File: src/rtl/mux_n_registrado_pkg.sv
// Shared definitions for the registered N-channel multiplexer.
// Operating modes and the round-robin index helper.
package mux_n_registrado_pkg;

    typedef enum logic {
        MODO_FIXO = 1'b0,
        MODO_RR   = 1'b1
    } modo_t;

    // Next channel after `canal`, wrapping at `canais`.
    function automatic int unsigned prox_canal(input int unsigned canal,
                                               input int unsigned canais);
        return (canal + 1 >= canais) ? 0 : canal + 1;
    endfunction

endpackage

File: src/rtl/mux_n_registrado_if.sv
// Source/sink bus of the registered multiplexer: channel data and requests in,
// grants and registered result (valid/ready) out.
interface mux_n_registrado_if #(
    parameter int unsigned CANAIS  = 4,
    parameter int unsigned LARGURA = 8
);
    localparam int unsigned SEL_W = $clog2(CANAIS);

    logic [CANAIS*LARGURA-1:0] Entradas;
    logic [CANAIS-1:0]         Requisicao;
    logic [CANAIS-1:0]         Concedido;
    logic                      Modo;
    logic [SEL_W-1:0]          Controle;
    logic [LARGURA-1:0]        Resultado;
    logic                      ResultadoValido;
    logic [SEL_W-1:0]          CanalAtual;
    logic                      Pronto;

    modport master (
        output Entradas, Requisicao, Modo, Controle, Pronto,
        input  Concedido, Resultado, ResultadoValido, CanalAtual
    );

    modport slave (
        input  Entradas, Requisicao, Modo, Controle, Pronto,
        output Concedido, Resultado, ResultadoValido, CanalAtual
    );

endinterface

File: src/rtl/mux_n_registrado_arbitro_rr.sv
// Combinational round-robin arbiter: first requesting channel at or after
// the pointer, wrapping modulo CANAIS.
module arbitro_rr #(
    parameter int unsigned CANAIS = 4,
    parameter int unsigned SEL_W  = $clog2(CANAIS)
) (
    input  logic [CANAIS-1:0] requisicao,
    input  logic [SEL_W-1:0]  ponteiro,
    output logic [CANAIS-1:0] concessao,
    output logic [SEL_W-1:0]  vencedor,
    output logic              encontrado
);

    int unsigned idx;

    always_comb begin
        concessao  = '0;
        vencedor   = '0;
        encontrado = 1'b0;
        idx        = 0;
        for (int unsigned k = 0; k < CANAIS; k++) begin
            idx = 32'(ponteiro) + k;
            if (idx >= CANAIS) begin
                idx = idx - CANAIS;
            end
            if (!encontrado && requisicao[idx[SEL_W-1:0]]) begin
                encontrado                  = 1'b1;
                vencedor                    = idx[SEL_W-1:0];
                concessao[idx[SEL_W-1:0]]   = 1'b1;
            end
        end
    end

endmodule

File: src/rtl/mux_n_registrado.sv
// N-channel W-bit multiplexer with registered output and valid/ready handshake;
// fixed-select or round-robin source selection.
module mux_n_registrado
    import mux_n_registrado_pkg::*;
#(
    parameter int unsigned CANAIS  = 4,
    parameter int unsigned LARGURA = 8
) (
    input  logic               Clock,
    input  logic               Reset,
    mux_n_registrado_if.slave  bus
);

    localparam int unsigned SEL_W = $clog2(CANAIS);

    modo_t               modo;
    logic [SEL_W-1:0]    ponteiro;
    logic [LARGURA-1:0]  resultado;
    logic                valido;
    logic [SEL_W-1:0]    canal;

    logic                carga;
    logic                captura;
    logic                fixo_ok;
    logic [SEL_W-1:0]    sel;
    logic [CANAIS-1:0]   concedido;
    logic [LARGURA-1:0]  dado;

    logic [CANAIS-1:0]   rr_concessao;
    logic [SEL_W-1:0]    rr_vencedor;
    logic                rr_encontrado;

    assign modo = modo_t'(bus.Modo);

    arbitro_rr #(
        .CANAIS (CANAIS),
        .SEL_W  (SEL_W)
    ) u_arbitro (
        .requisicao (bus.Requisicao),
        .ponteiro   (ponteiro),
        .concessao  (rr_concessao),
        .vencedor   (rr_vencedor),
        .encontrado (rr_encontrado)
    );

    // Controle may exceed CANAIS-1 when CANAIS is not a power of two.
    assign fixo_ok = (32'(bus.Controle) < CANAIS) && bus.Requisicao[bus.Controle];

    always_comb begin
        carga     = !valido || bus.Pronto;
        captura   = 1'b0;
        sel       = '0;
        concedido = '0;
        if (Reset && carga) begin
            if (modo == MODO_RR) begin
                if (rr_encontrado) begin
                    captura   = 1'b1;
                    sel       = rr_vencedor;
                    concedido = rr_concessao;
                end
            end else if (fixo_ok) begin
                captura             = 1'b1;
                sel                 = bus.Controle;
                concedido[bus.Controle] = 1'b1;
            end
        end
    end

    assign dado = bus.Entradas[32'(sel)*LARGURA +: LARGURA];

    always_ff @(posedge Clock or negedge Reset) begin
        if (!Reset) begin
            resultado <= '0;
            valido    <= 1'b0;
            canal     <= '0;
            ponteiro  <= '0;
        end else if (carga) begin
            valido <= captura;
            if (captura) begin
                resultado <= dado;
                canal     <= sel;
            end
            if (captura && modo == MODO_RR) begin
                ponteiro <= SEL_W'(prox_canal(32'(rr_vencedor), CANAIS));
            end
        end
    end

    assign bus.Concedido       = concedido;
    assign bus.Resultado       = resultado;
    assign bus.ResultadoValido = valido;
    assign bus.CanalAtual      = canal;

    grant_onehot: assert property (@(posedge Clock) disable iff (!Reset)
        $onehot0(concedido));

    hold_on_stall: assert property (@(posedge Clock) disable iff (!Reset)
        (valido && !bus.Pronto) |=> ($stable(resultado) && $stable(canal) && valido));

endmodule

File: src/flat_wrapper.sv
// flat-port wrapper written by rule: the top's interface ports become plain ports
module mux_n_registrado_flat import mux_n_registrado_pkg::*;
#(
    parameter int unsigned CANAIS  = 4,
    parameter int unsigned LARGURA = 8
)
  (Clock, Reset, bus_Entradas, bus_Requisicao, bus_Modo, bus_Controle, bus_Pronto, bus_Concedido, bus_Resultado, bus_ResultadoValido, bus_CanalAtual);
  mux_n_registrado_if #(.CANAIS(CANAIS), .LARGURA(LARGURA)) bus_i ();
  input  logic Clock;
  input  logic Reset;
  input wire logic [$bits(bus_i.Entradas)-1:0] bus_Entradas;
  input wire logic [$bits(bus_i.Requisicao)-1:0] bus_Requisicao;
  input wire logic [$bits(bus_i.Modo)-1:0] bus_Modo;
  input wire logic [$bits(bus_i.Controle)-1:0] bus_Controle;
  input wire logic [$bits(bus_i.Pronto)-1:0] bus_Pronto;
  output wire logic [$bits(bus_i.Concedido)-1:0] bus_Concedido;
  output wire logic [$bits(bus_i.Resultado)-1:0] bus_Resultado;
  output wire logic [$bits(bus_i.ResultadoValido)-1:0] bus_ResultadoValido;
  output wire logic [$bits(bus_i.CanalAtual)-1:0] bus_CanalAtual;
  assign bus_i.Entradas = bus_Entradas;
  assign bus_i.Requisicao = bus_Requisicao;
  assign bus_i.Modo = bus_Modo;
  assign bus_i.Controle = bus_Controle;
  assign bus_i.Pronto = bus_Pronto;
  assign bus_Concedido = bus_i.Concedido;
  assign bus_Resultado = bus_i.Resultado;
  assign bus_ResultadoValido = bus_i.ResultadoValido;
  assign bus_CanalAtual = bus_i.CanalAtual;
  mux_n_registrado #(.CANAIS(CANAIS), .LARGURA(LARGURA)) u_core (.Clock(Clock), .Reset(Reset), .bus(bus_i));
endmodule
File: config.mk
export PLATFORM = sky130hd
export DESIGN_NAME = mux_n_registrado_flat
export DESIGN_NICKNAME = d
export VERILOG_FILES = /design/src/rtl/mux_n_registrado_pkg.sv /design/src/rtl/mux_n_registrado_if.sv /design/src/rtl/mux_n_registrado_arbitro_rr.sv /design/src/rtl/mux_n_registrado.sv /design/src/flat_wrapper.sv
export SDC_FILE = /design/constraint.sdc
export NUM_CORES = 1
export LEC_CHECK = 0
export ABC_AREA = 0
export CORE_MARGIN = 4
export CORE_UTILIZATION = 46
export CTS_CLUSTER_DIAMETER = 120
export DETAILED_ROUTE_END_ITERATION = 16
export GPL_ROUTABILITY_DRIVEN = 0
export PLACE_DENSITY = 0.85
export SLEW_MARGIN = 15
export SYNTH_ARGS = -nofsm -noshare
export SYNTH_HDL_FRONTEND = slang
export SYNTH_HIERARCHICAL = 1
export SYNTH_SLANG_ARGS = --single-unit
File: constraint.sdc
create_clock -name Clock -period 5.6 [get_ports Clock]
set_input_delay 1.12 -clock Clock [delete_from_list [all_inputs] [get_ports Clock]]
set_output_delay 1.12 -clock Clock [all_outputs]
set_load 0.01 [all_outputs]
# ---- Word level (Yosys, flattened, before mapping)
# Index checks and enable logic that the tools add are counted.
dict set report word_totals {
  word_cells 97
  romBits 0
  register_bits 13
  input_bits 42
  output_inout_bits 15
  latchBits 0
  ramBits 0
  n_memories 0
}
dict set report op_classes {
  n_eq_ne 0
  n_div 0
  mux 49
  bitwise 3
  add_sub_neg 8
  n_lt_le_gt_ge 15
  reduce_logical 17
  multipliers 0
  shifts 1
}
# cell count
set op_table {}
lappend op_table {{$mux W4} 8}
lappend op_table {{$shiftx A32 B6 Y8} 1}
lappend op_table {{$mux W2} 13}
lappend op_table {{$mux W1} 18}
lappend op_table {{$lt A2 B3 Y1 const B} 5}
lappend op_table {{$ge A3 B3 Y1 const B} 4}
lappend op_table {{$or A4 B4 Y4} 3}
lappend op_table {{$bmux W1 S2} 5}
lappend op_table {{$demux W1 S2} 5}
lappend op_table {{$ge A2 B1 Y1 const B} 5}
lappend op_table {{$logic_and A1 B1 Y1} 10}
lappend op_table {{$sub A2 B1 Y2 const B} 4}
lappend op_table {{$add A2 B1 Y3 const B} 2}
lappend op_table {{$add A2 B2 Y3 const B} 2}
lappend op_table {{$logic_not A1 Y1} 4}
lappend op_table {{$reduce_and A2 Y1} 2}
lappend op_table {{$ge A2 B3 Y1 const B} 1}
lappend op_table {{$logic_or A1 B1 Y1} 1}

# ---- Depth between registers and ports, before layout
# Gate-level depths: netlist of the first run.
dict set report depth {
  word_depth 19
  mapped_depth 13
  ltp_nobuf 10
}

# ---- By module
# The synthesis of the first run kept the hierarchy.
# module cells_per_inst seq_area_each_um2 n_inst area_per_inst_um2
set modules_own_cells {}
lappend modules_own_cells {mux_n_registrado 95 325.3 1 887.1}
lappend modules_own_cells {arbitro_rr 45 0.0 1 421.7}

# ---- Worst setup path before layout of the first run
# Ideal clock, no wire load.
dict set report synth_path {
  path_type {input -> output}
  startpoint {in bus_Requisicao[2]}
  endpoint {out bus_Concedido[1]}
  n_path_buf 2
  required_time_ns 4.480
  path_slack_ns 1.904
  stages 8
  t_arrival_ns 2.576
  path_cell_list {mux4_2 > buf_6 > nor3_1 > nand2b_1 > and2_2 > clkbuf_4 > a32oi_1 > nor2_1}
}
dict set report synth_between {
  elab_chain_cells 15
  word_cells_on_any_way 31
  cone_classes {mux: 22; bitwise: 3; reduce/logical: 6}
}
# element line_no
set synth_lines {}
lappend synth_lines {{from (decl)} flat_wrapper.sv:12} ;# input wire logic [$bits(bus_i.Requisicao)-1:0] bus_Requisicao;
lappend synth_lines {{$bmux W1 S2} mux_n_registrado_arbitro_rr.sv:26} ;# if (!encontrado && requisicao[idx[SEL_W-1:0]]) begin
lappend synth_lines {{$mux W1 (not written as such)} mux_n_registrado_arbitro_rr.sv:26}
lappend synth_lines {{$mux W1} mux_n_registrado_arbitro_rr.sv:26}
lappend synth_lines {{$logic_not A1 Y1} mux_n_registrado_arbitro_rr.sv:26}
lappend synth_lines {{$logic_and A1 B1 Y1} mux_n_registrado_arbitro_rr.sv:26}
lappend synth_lines {{$mux W1} mux_n_registrado_arbitro_rr.sv:26}
lappend synth_lines {{$logic_not A1 Y1} mux_n_registrado_arbitro_rr.sv:26}
lappend synth_lines {{$logic_and A1 B1 Y1} mux_n_registrado_arbitro_rr.sv:26}
lappend synth_lines {{$mux W1} mux_n_registrado_arbitro_rr.sv:26}
lappend synth_lines {{$logic_not A1 Y1} mux_n_registrado_arbitro_rr.sv:26}
lappend synth_lines {{$logic_and A1 B1 Y1} mux_n_registrado_arbitro_rr.sv:26}
lappend synth_lines {{$mux W1 *} mux_n_registrado_arbitro_rr.sv:26}
lappend synth_lines {{net u_core.rr_encontrado} mux_n_registrado.sv:31} ;# logic rr_encontrado;
lappend synth_lines {{$mux W4 *} mux_n_registrado.sv:56} ;# if (rr_encontrado) begin
lappend synth_lines {{$mux W4 *} mux_n_registrado.sv:55} ;# if (modo == MODO_RR) begin
lappend synth_lines {{$mux W4 *} mux_n_registrado.sv:54} ;# if (Reset && carga) begin
lappend synth_lines {{to (decl)} flat_wrapper.sv:16} ;# output wire logic [$bits(bus_i.Concedido)-1:0] bus_Concedido;
# Mark *: on every way through the listed nets, which the timed path passes. The rest lies on a longest branch. The select of a mux whose other input is x is not followed.

# ---- Worst setup path in the final report of the first run
dict set report layout_path {
  startpoint {in bus_Requisicao[3]}
  endpoint {out bus_Concedido[3]}
}
dict set report layout_between {
  elab_chain_cells 15
  word_cells_on_any_way 31
  cone_classes {mux: 22; bitwise: 3; reduce/logical: 6}
}
# element line_no
set layout_lines {}
lappend layout_lines {{$bmux W1 S2} mux_n_registrado_arbitro_rr.sv:26}
lappend layout_lines {{$mux W1 (not written as such)} mux_n_registrado_arbitro_rr.sv:26}
lappend layout_lines {{$mux W1} mux_n_registrado_arbitro_rr.sv:26}
lappend layout_lines {{$logic_not A1 Y1} mux_n_registrado_arbitro_rr.sv:26}
lappend layout_lines {{$logic_and A1 B1 Y1} mux_n_registrado_arbitro_rr.sv:26}
lappend layout_lines {{$mux W1} mux_n_registrado_arbitro_rr.sv:26}
lappend layout_lines {{$logic_not A1 Y1} mux_n_registrado_arbitro_rr.sv:26}
lappend layout_lines {{$logic_and A1 B1 Y1} mux_n_registrado_arbitro_rr.sv:26}
lappend layout_lines {{$mux W1} mux_n_registrado_arbitro_rr.sv:26}
lappend layout_lines {{$logic_not A1 Y1} mux_n_registrado_arbitro_rr.sv:26}
lappend layout_lines {{$logic_and A1 B1 Y1} mux_n_registrado_arbitro_rr.sv:26}
lappend layout_lines {{$mux W4 *} mux_n_registrado_arbitro_rr.sv:26}
lappend layout_lines {{net u_core.rr_concessao[3]} mux_n_registrado.sv:29} ;# logic [CANAIS-1:0] rr_concessao;
lappend layout_lines {{$mux W4 *} mux_n_registrado.sv:56}
lappend layout_lines {{$mux W4 *} mux_n_registrado.sv:55}
lappend layout_lines {{$mux W4 *} mux_n_registrado.sv:54}
# Marked as above.

==> flow_summary.toml, run 1 <==
[run_status]
run_status = "completed"

[detailed_routing]
wl_per_cell_um = 17.6
drt_iter0_drc = 106
vias_per_cell = 6.21
drc = 0
wirelength_mm = 3.97
vias = 1404
drtPass1Iterations = 4
ant_nets = 0

[critical_path]
crit_family = "buffers and inverters"
path_class = "input port to output pin"
critPathCaptureType = "output pin"
r2r_slack_ns = 2.06
critPathArrivalTime_ns = 3.83
cpPeakStageDelay_ns = 0.66
crit_buf_inv = 2
cp.required_ns = 4.48
start_kind = "input port"
startpoint = "bus_Requisicao[3]"
critPathMaxFanout = 13
crit_slowest_cell = "mux4_2"
crit_chain = "clkdlybuf4s50_1 -> mux4_2 -> nor4b_4 -> a22oi_1 -> o21ai_0 -> nand2_1 -> a21oi_1 -> clkdlybuf4s50_1"
crit_top_cell = "clkdlybuf4s50_1"
regToRegStartpoint = "u_core/ponteiro[0]$_DFFE_PN0P_"

[cells_and_area]
drive_gt1_frac = 0.0974
syn_to_final_growth_pct = 45.1
fillCellCount = 218
fin_cells = 226
regArea_um2 = 325
nNetsFinal = 244
diodes = 0
multi_input_area_um2 = 918

[floorplan]
core_area_um2 = 2730
io_pins = 57
dieHeight_um = 61.3
num_rows = 19
die_area_um2 = 3760
start_util = 0.479
die_width_um = 61.3

[sta]
setup_violations = 0
relSlewSlack = 0.438
rsz0062_at_grt = "no"
hold_viol = 0
layout_min_cycle_time_ns = 4.95
fin_crit_sh = 0.884
setup_tns_ns = 0
slew_violations = 0
worst_pin_slew_ns = 0.839
fin_skew_ns = 0.000920
max_freq_mhz = 202
fin_hold_ws_ns = 0.510

[grt]
grt.total_usage = 0.209
use_met3 = 0.0294
busiest_layer = "met2"
grtUsageMet2 = 0.360
grt_pass1_wl_mm = 5.96
antenna_found_initial = 0
grt_pass1_vias = 1328
met1_usage = 0.269
overflow = 0
grt_start_max_net_pins = 19

[worst_hold_path]
hold_path_class = "register to register"
worstHoldStart = "u_core/bus.CanalAtual[1]$_DFFE_PN0P_"

[logic_synthesis]
syn_inst = 140
synth.top_cell.area_share = 0.249
syn_avg_cell_area_um2 = 9.35
synthTopCellsByArea = "dfrtp_1 (25%), mux2i_1 (6.9%), ha_1 (5.7%)"
synth-edff-count = 0
synthTopCellsByCount = "nor2_1 (17), o21ai_0 (14), dfrtp_1 (13)"
synth_warnings = 6
yosysTopAreaCell = "dfrtp_1"
synth_most_common_cell = "nor2_1"
yosysUniqueCellTypes = 41
synth_ff_type = "dfrtp_1"
async_reset_ff_frac = 1.00
ys_seq_area_frac = 0.249
ys_seq_elements = 13
synth_nets = 188
syn_area_um2 = 1310

[pwr]
total_power_mw = 0.810
vdd_ir_drop_max_uv = 264
power_leakage_nw = 0.759
cellPowerDensity_nw_per_um2 = 427

[clock_network]
cts_resized = 0
cts_max_level = 1
postCtsSetupBuffers = 0
cts_tree = "built"
numCtsBuffers = 3
postCtsHoldBufs = 0
clockBufferDepth = 2
clk_latency_ns = 0.27
clk_pin_slew_ns = 0.08
clockRootBuffer = "clkbuf_4"
cts.sinks = 13

[placed_design]
hpwlAfterDp_mm = 3.13
io_buffers = 56
dp_cells = 222

[run]
cap_violations = 0
==> placed cells by master (no fill, tap or decap), types with 3 or more instances in the layout <==
cell type / count
ha_1: 6
inv_1: 6
nand2b_1: 3
clkbuf_4: 3
or3_1: 7
mux2_2: 3
mux2i_1: 9
nand2_1: 6
clkdlybuf4s50_1: 56
a22oi_1: 9
o21ai_0: 14
nor2_1: 17
a221oi_1: 7
dfrtp_1: 13
==> worst register-to-register path: stages (launching register included) <==
cell	delay, ns
dfrtp_1	0.69
inv_1	0.13
ha_1	0.39
mux4_2	0.44
nor4b_4	0.40
nor2_1	0.09
a32o_1	0.26
o22ai_1	0.16
nor2b_1	0.59
a221oi_1	0.21
==> cells by family after synthesis <==
group / after synthesis / synth area share
DFF: 13 / 0.249
adders and majority gates: 6 / 0.0574
and+or+nand+nor: 46 / 0.200
buffers and inverters: 12 / 0.0497
muxes: 18 / 0.192
AOI/OAI and AO/OA: 45 / 0.252
==> path summary, 6_finish.rpt <==
kind | to | depth (start not counted)
setup / recovery | bus_Concedido[3] | 8
hold / removal | u_core/bus.CanalAtual[1]$_DFFE_PN0P_ | 2
setup reg to reg | u_core/bus.Resultado[1]$_DFFE_PN0P_ | 9
hold reg to reg | u_core/bus.CanalAtual[1]$_DFFE_PN0P_ | 2
max in group asynchronous | u_core/bus.Resultado[1]$_DFFE_PN0P_ | 2
min in group asynchronous | u_core/bus.ResultadoValido$_DFFE_PN0N_ | 2
==> layer usage <==
| layer | share of wire | vias up |
|---|---|---|
| met5 | 0 | - |
| met4 | 0.018 | 0 |
| met3 | 0.10 | 8 |
| met2 | 0.47 | 73 |
| met1 | 0.41 | 665 |
| li1 | - | 658 |
==> sequential cells by signal, summed over array words and instances (netlist names) <==
name / cells
u_core/bus.ResultadoValido: 1
u_core/ponteiro: 2
u_core/bus.Resultado: 8
u_core/bus.CanalAtual: 2
==> where the power goes <==
part / total [mW] / internal [mW] / switching [mW]
Clock: 0.0577 / 0.0275 / 0.0301
Sequential: 0.185 / 0.138 / 0.0474
Combinational: 0.567 / 0.283 / 0.285
Total: 0.810 / 0.448 / 0.362
==> final cells by class <==
class	instances	share of cell area
Inverter	6	0.0119
Tap cell	31	0.0204
Sequential cell	13	0.171
Clock buffer	4	0.0138
Timing Repair Buffer	57	0.299
Multi-Input combinational cell	115	0.484
==> through the flow <==
| stage | setup WS (ns) | instance area (um2) | utilization |
|---|---|---|---|
| floorplan | 1.90 | 1310 | - |
| global placement | 0.747 | 1870 | 0.685 |
| finish | 0.649 | 1900 | 0.695 |
| detailed placement | 0.654 | 1870 | 0.685 |
| CTS | 0.642 | 1900 | 0.695 |
| global route | 0.426 | 1900 | 0.695 |
(Power assumes the default switching activity.)
==> inputs of run 2 (changes only) <==
CORE_UTILIZATION = 38   (was 46)
PLACE_DENSITY = 0.75   (was 0.85)
clock period = 4.1 ns   (was 5.6 ns; I/O delays follow)
==> flow_summary.toml, run 2 (same netlist as run 1, synthesis figures left out) <==
[clock_network]
cts_tree = "built"
clockBufferDepth = 2
postCtsHoldBufs = 0
clk_pin_slew_ns = 0.08
numCtsBuffers = 3
cts.sinks = 13
clk_latency_ns = 0.28
cts_max_level = 1
clockRootBuffer = "clkbuf_4"

[grt]
grt_start_max_net_pins = 15
grt_pass1_wl_mm = 6.80
grt.total_usage = 0.199
overflow = 0
grt_pass1_vias = 1451
antenna_found_initial = 0

[placed_design]
hpwlAfterDp_mm = 3.41
io_buffers = 56
dp_cells = 249
place_area_um2 = 1980

[floorplan]
core_area_um2 = 3340
die_width_um = 66.7
dieHeight_um = 66.7
io_pins = 57
die_area_um2 = 4450
num_rows = 21
start_util = 0.392

[cells_and_area]
syn_to_final_growth_pct = 55.8
final_common_cell = "clkdlybuf4s50_1"
diodes = 0
drive_gt1_frac = 0.185
fin_cells = 257
design_area_um2 = 2040
nNetsFinal = 260
largest_register_ffs = 8
layout_common_cells = "clkdlybuf4s50_1 (51), nor2_1 (17), buf_4 (17), dfrtp_1 (13), o21ai_0 (12)"
fillCellCount = 305

[critical_path]
cpPeakStageDelay_ns = 0.58
crit_slowest_cell = "mux4_2"
crit_top_cell = "buf_4"
crit_chain = "clkdlybuf4s50_1 -> mux4_2 -> nor4b_4 -> buf_4 -> buf_4 -> a22oi_1 -> o21ai_1 -> a32oi_1 -> nor2_1 -> clkdlybuf4s15_1"
critPathMaxFanout = 5
cp.required_ns = 3.28
critPathCaptureType = "output pin"
start_kind = "input port"
critPathArrivalTime_ns = 3.13
path_class = "input port to output pin"

[detailed_routing]
drtPass1Iterations = 4
ant_nets = 0
drt_iter0_drc = 73
vias_per_cell = 5.71
drc = 0
wl_per_cell_um = 17.0
vias = 1467
wirelength_mm = 4.36

[sta]
fin_skew_ns = 0.00165
hold_viol = 0
relSlewSlack = 0.461
rsz0062_at_grt = "no"
max_freq_mhz = 253
layout_min_cycle_time_ns = 3.95
slew_violations = 0
fin_crit_sh = 0.964
worst_pin_slew_ns = 0.804
setup_violations = 0
setup_tns_ns = 0

[pwr]
vdd_ir_drop_max_uv = 342
cellPowerDensity_nw_per_um2 = 594
power_leakage_nw = 0.869

[run_status]
run_status = "completed"

[run]
cap_violations = 0

[worst_hold_path]
hold_path_class = "register to register"
-- run 2: timing repair --
action,CTS,global route
pin swaps,1,2
endpoints found under the hold margin,0,0
buffers inserted,3,1
gates resized for setup,6,5
setup endpoints to repair,3,1
-- run 2: power breakdown --
| part | total (mW) | internal [mW] | switching, mW |
|---|---|---|---|
| registers | 0.219 | 0.189 | 0.0307 |
| logic | 0.912 | 0.451 | 0.461 |
| clock network | 0.0796 | 0.0362 | 0.0433 |
| total | 1.21 | 0.676 | 0.536 |
-- run 2: metal layers --
metal | wire length, um | part of all wire | vias up | track usage
met5 | 0 | 0 | - | 0
met1 | 1670 | 0.38 | 691 | 0.216
li1 | - | - | 687 | -
met2 | 2150 | 0.49 | 78 | 0.364
met4 | 106 | 0.024 | 0 | 0.0964
met3 | 432 | 0.099 | 11 | 0.0388
-- run 2: final timing paths --
path	start	endpoint	slack [ns]	cells past startpoint
max	bus_Requisicao[3]	bus_Concedido[1]	0.15	10
max reg2reg	u_core/ponteiro[1]$_DFFE_PN0P_	u_core/bus.Resultado[6]$_DFFE_PN0P_	0.87	11
min reg2reg	u_core/bus.CanalAtual[1]$_DFFE_PN0P_	u_core/bus.CanalAtual[1]$_DFFE_PN0P_	0.50	2
max in group asynchronous	Reset	u_core/bus.Resultado[3]$_DFFE_PN0P_	3.04	2
min in group asynchronous	Reset	u_core/bus.ResultadoValido$_DFFE_PN0N_	0.89	2
min	u_core/bus.CanalAtual[1]$_DFFE_PN0P_	u_core/bus.CanalAtual[1]$_DFFE_PN0P_	0.50	2
-- run 2: worst max-delay path: cells and delay by family --
family          cells  cell delay, ns
simple gates        2            0.50
mux                 1            0.58
buf+inv             4            0.99
compound gates      3            0.26
-- run 2: cell type report --
type	count	area [um2]	share of cell area
multi-input combinational	115	916	0.449
clock buffer	3	22.5	0.0110
timing repair buffer	73	691	0.339
clock inverter	1	5.00	0.00245
inverter	6	22.5	0.0110
tap	46	57.6	0.0282
sequential	13	325	0.160
-- run 2: per-stage QoR --
step | util | total power, mW | setup WS, ns | hold WS, ns
after detailed placement | 0.594 | 1.08 | -0.103 | 0.489
final | 0.611 | 1.21 | 0.146 | 0.500
after CTS | 0.608 | 1.19 | 0.0537 | 0.509
after global placement | 0.594 | 1.05 | -0.0387 | 0.481
after global routing | 0.611 | 1.30 | 0.00188 | 0.530
after floorplan | - | 0.773 | 0.898 | 0.524
==> inputs of run 3 (changes only) <==
CORE_ASPECT_RATIO = 1.5   (was unset)
==> flow_summary.toml, run 3 (same netlist as run 1, synthesis figures left out) <==
[grt]
antenna_found_initial = 0
grt.total_usage = 0.195
grt_pass1_wl_mm = 6.86
grt_pass1_vias = 1429
overflow = 0
grt_start_max_net_pins = 19

[detailed_routing]
drtPass1Iterations = 4
wirelength_mm = 4.18
wl_per_cell_um = 16.9
vias = 1434
ant_nets = 0
vias_per_cell = 5.81
drt_iter0_drc = 64
drc = 0

[pwr]
total_power_mw = 1.21
cellPowerDensity_nw_per_um2 = 600
vdd_ir_drop_max_uv = 480
power_leakage_nw = 0.857

[floorplan]
die_width_um = 55.9
die_area_um2 = 4470
dieHeight_um = 79.9
io_pins = 57
core_area_um2 = 3220
num_rows = 25
start_util = 0.406

[critical_path]
critPathCaptureType = "output pin"
critPathMaxFanout = 6
r2r_cells = 12
rr_endpoint = "u_core/bus.Resultado[0]$_DFFE_PN0P_"
regToRegStartpoint = "u_core/ponteiro[1]$_DFFE_PN0P_"
start_kind = "input port"
path_class = "input port to output pin"
critPathArrivalTime_ns = 3.05
r2r_slack_ns = 0.95
cp.required_ns = 3.28

[cells_and_area]
nNetsFinal = 256
layout_common_cells = "clkdlybuf4s50_1 (51), nor2_1 (17), o21ai_0 (14), dfrtp_1 (13), buf_4 (13)"
fin_cells = 247
final_common_cell = "clkdlybuf4s50_1"
syn_to_final_growth_pct = 54.3
diodes = 0
largest_register_ffs = 8
fillCellCount = 279
drive_gt1_frac = 0.164

[worst_hold_path]
min_to = "u_core/bus.Resultado[7]$_DFFE_PN0P_"
worstHoldStart = "u_core/bus.Resultado[7]$_DFFE_PN0P_"
hold_depth = 1
hold_path_class = "register to register"

[sta]
worst_pin_slew_ns = 0.762
relSlewSlack = 0.490
slew_violations = 0
hold_viol = 0
max_freq_mhz = 259
setup_violations = 0
rsz0062_at_grt = "no"
fin_crit_sh = 0.943
layout_min_cycle_time_ns = 3.87
fin_skew_ns = 0.00179

[clock_network]
postCtsHoldBufs = 0
cts_tree = "built"
cts.sinks = 13
numCtsBuffers = 3
clockRootBuffer = "clkbuf_8"
clockBufferDepth = 2
cts_max_level = 1
clk_latency_ns = 0.24
clk_pin_slew_ns = 0.05

[placed_design]
io_buffers = 56
dp_cells = 241
hpwlAfterDp_mm = 3.41

[run_status]
run_status = "completed"

[run]
cap_violations = 0
run 3: through the flow:
step           area, um2  TNS [ns]  utilization  hold slack [ns]  setup WS, ns
3_3_place_gp        1960         0        0.608            0.491      0.000451
3_5_place_dp        1960    -0.134        0.608            0.504       -0.0966
6_report            2020         0        0.627            0.518         0.234
5_1_grt             2020         0        0.627            0.542        0.0980
4_1_cts             2020         0        0.626            0.521        0.0410
2_1_floorplan       1310         0            -            0.524         0.898
run 3: per-layer routing:
layer,track usage,up-vias,routed length (um)
li1,-,680,-
met5,0,-,0
met3,0.0615,14,360
met4,0.0665,0,97
met2,0.360,70,2090
met1,0.207,670,1630
run 3: final cells by class:
type | count | area [um2] | share of cell area
clock buffers | 3 | 41.3 | 0.0204
clock inverters | 1 | 5.00 | 0.00248
repair buffers | 69 | 656 | 0.325
inverters | 6 | 22.5 | 0.0112
multi-input cells | 115 | 920 | 0.455
well taps | 40 | 50.0 | 0.0248
flip-flops and latches | 13 | 325 | 0.161
run 3: how the worst max path moves through the flow:
stage,startpoint,to,depth (start not counted)
5_1_grt,bus_Requisicao[0],bus_Concedido[3],8
4_1_cts,bus_Requisicao[0],bus_Concedido[1],9
2_1_floorplan,bus_Requisicao[2],u_core/bus.Resultado[7]$_DFFE_PN0P_,10
6_report,bus_Requisicao[0],bus_Concedido[3],8
3_3_place_gp,bus_Requisicao[1],bus_Concedido[3],8
3_5_place_dp,bus_Requisicao[1],bus_Concedido[3],8
run 3: timing repair:
| action | in CTS | in global routing |
|---|---|---|
| buffers inserted | 2 | 0 |
| setup endpoints to repair | 3 | 1 |
| resized for setup | 6 | 1 |
| pin swaps | 1 | 0 |
| hold endpoints to repair | 0 | 0 |
run 3: critical path, cell delays in order:
cell,delay [ns]
clkdlybuf4s50_1,0.48
mux4_2,0.57
nor4b_4,0.39
a22oi_1,0.13
o21ai_0,0.13
nand2_1,0.08
a21oi_1,0.14
dlygate4sd2_1,0.30
run 3: report_power, final:
group          switching, mW  total, mW  internal (mW)
registers             0.0300      0.219          0.189
logic                  0.442      0.880          0.437
clock network         0.0459      0.113         0.0671
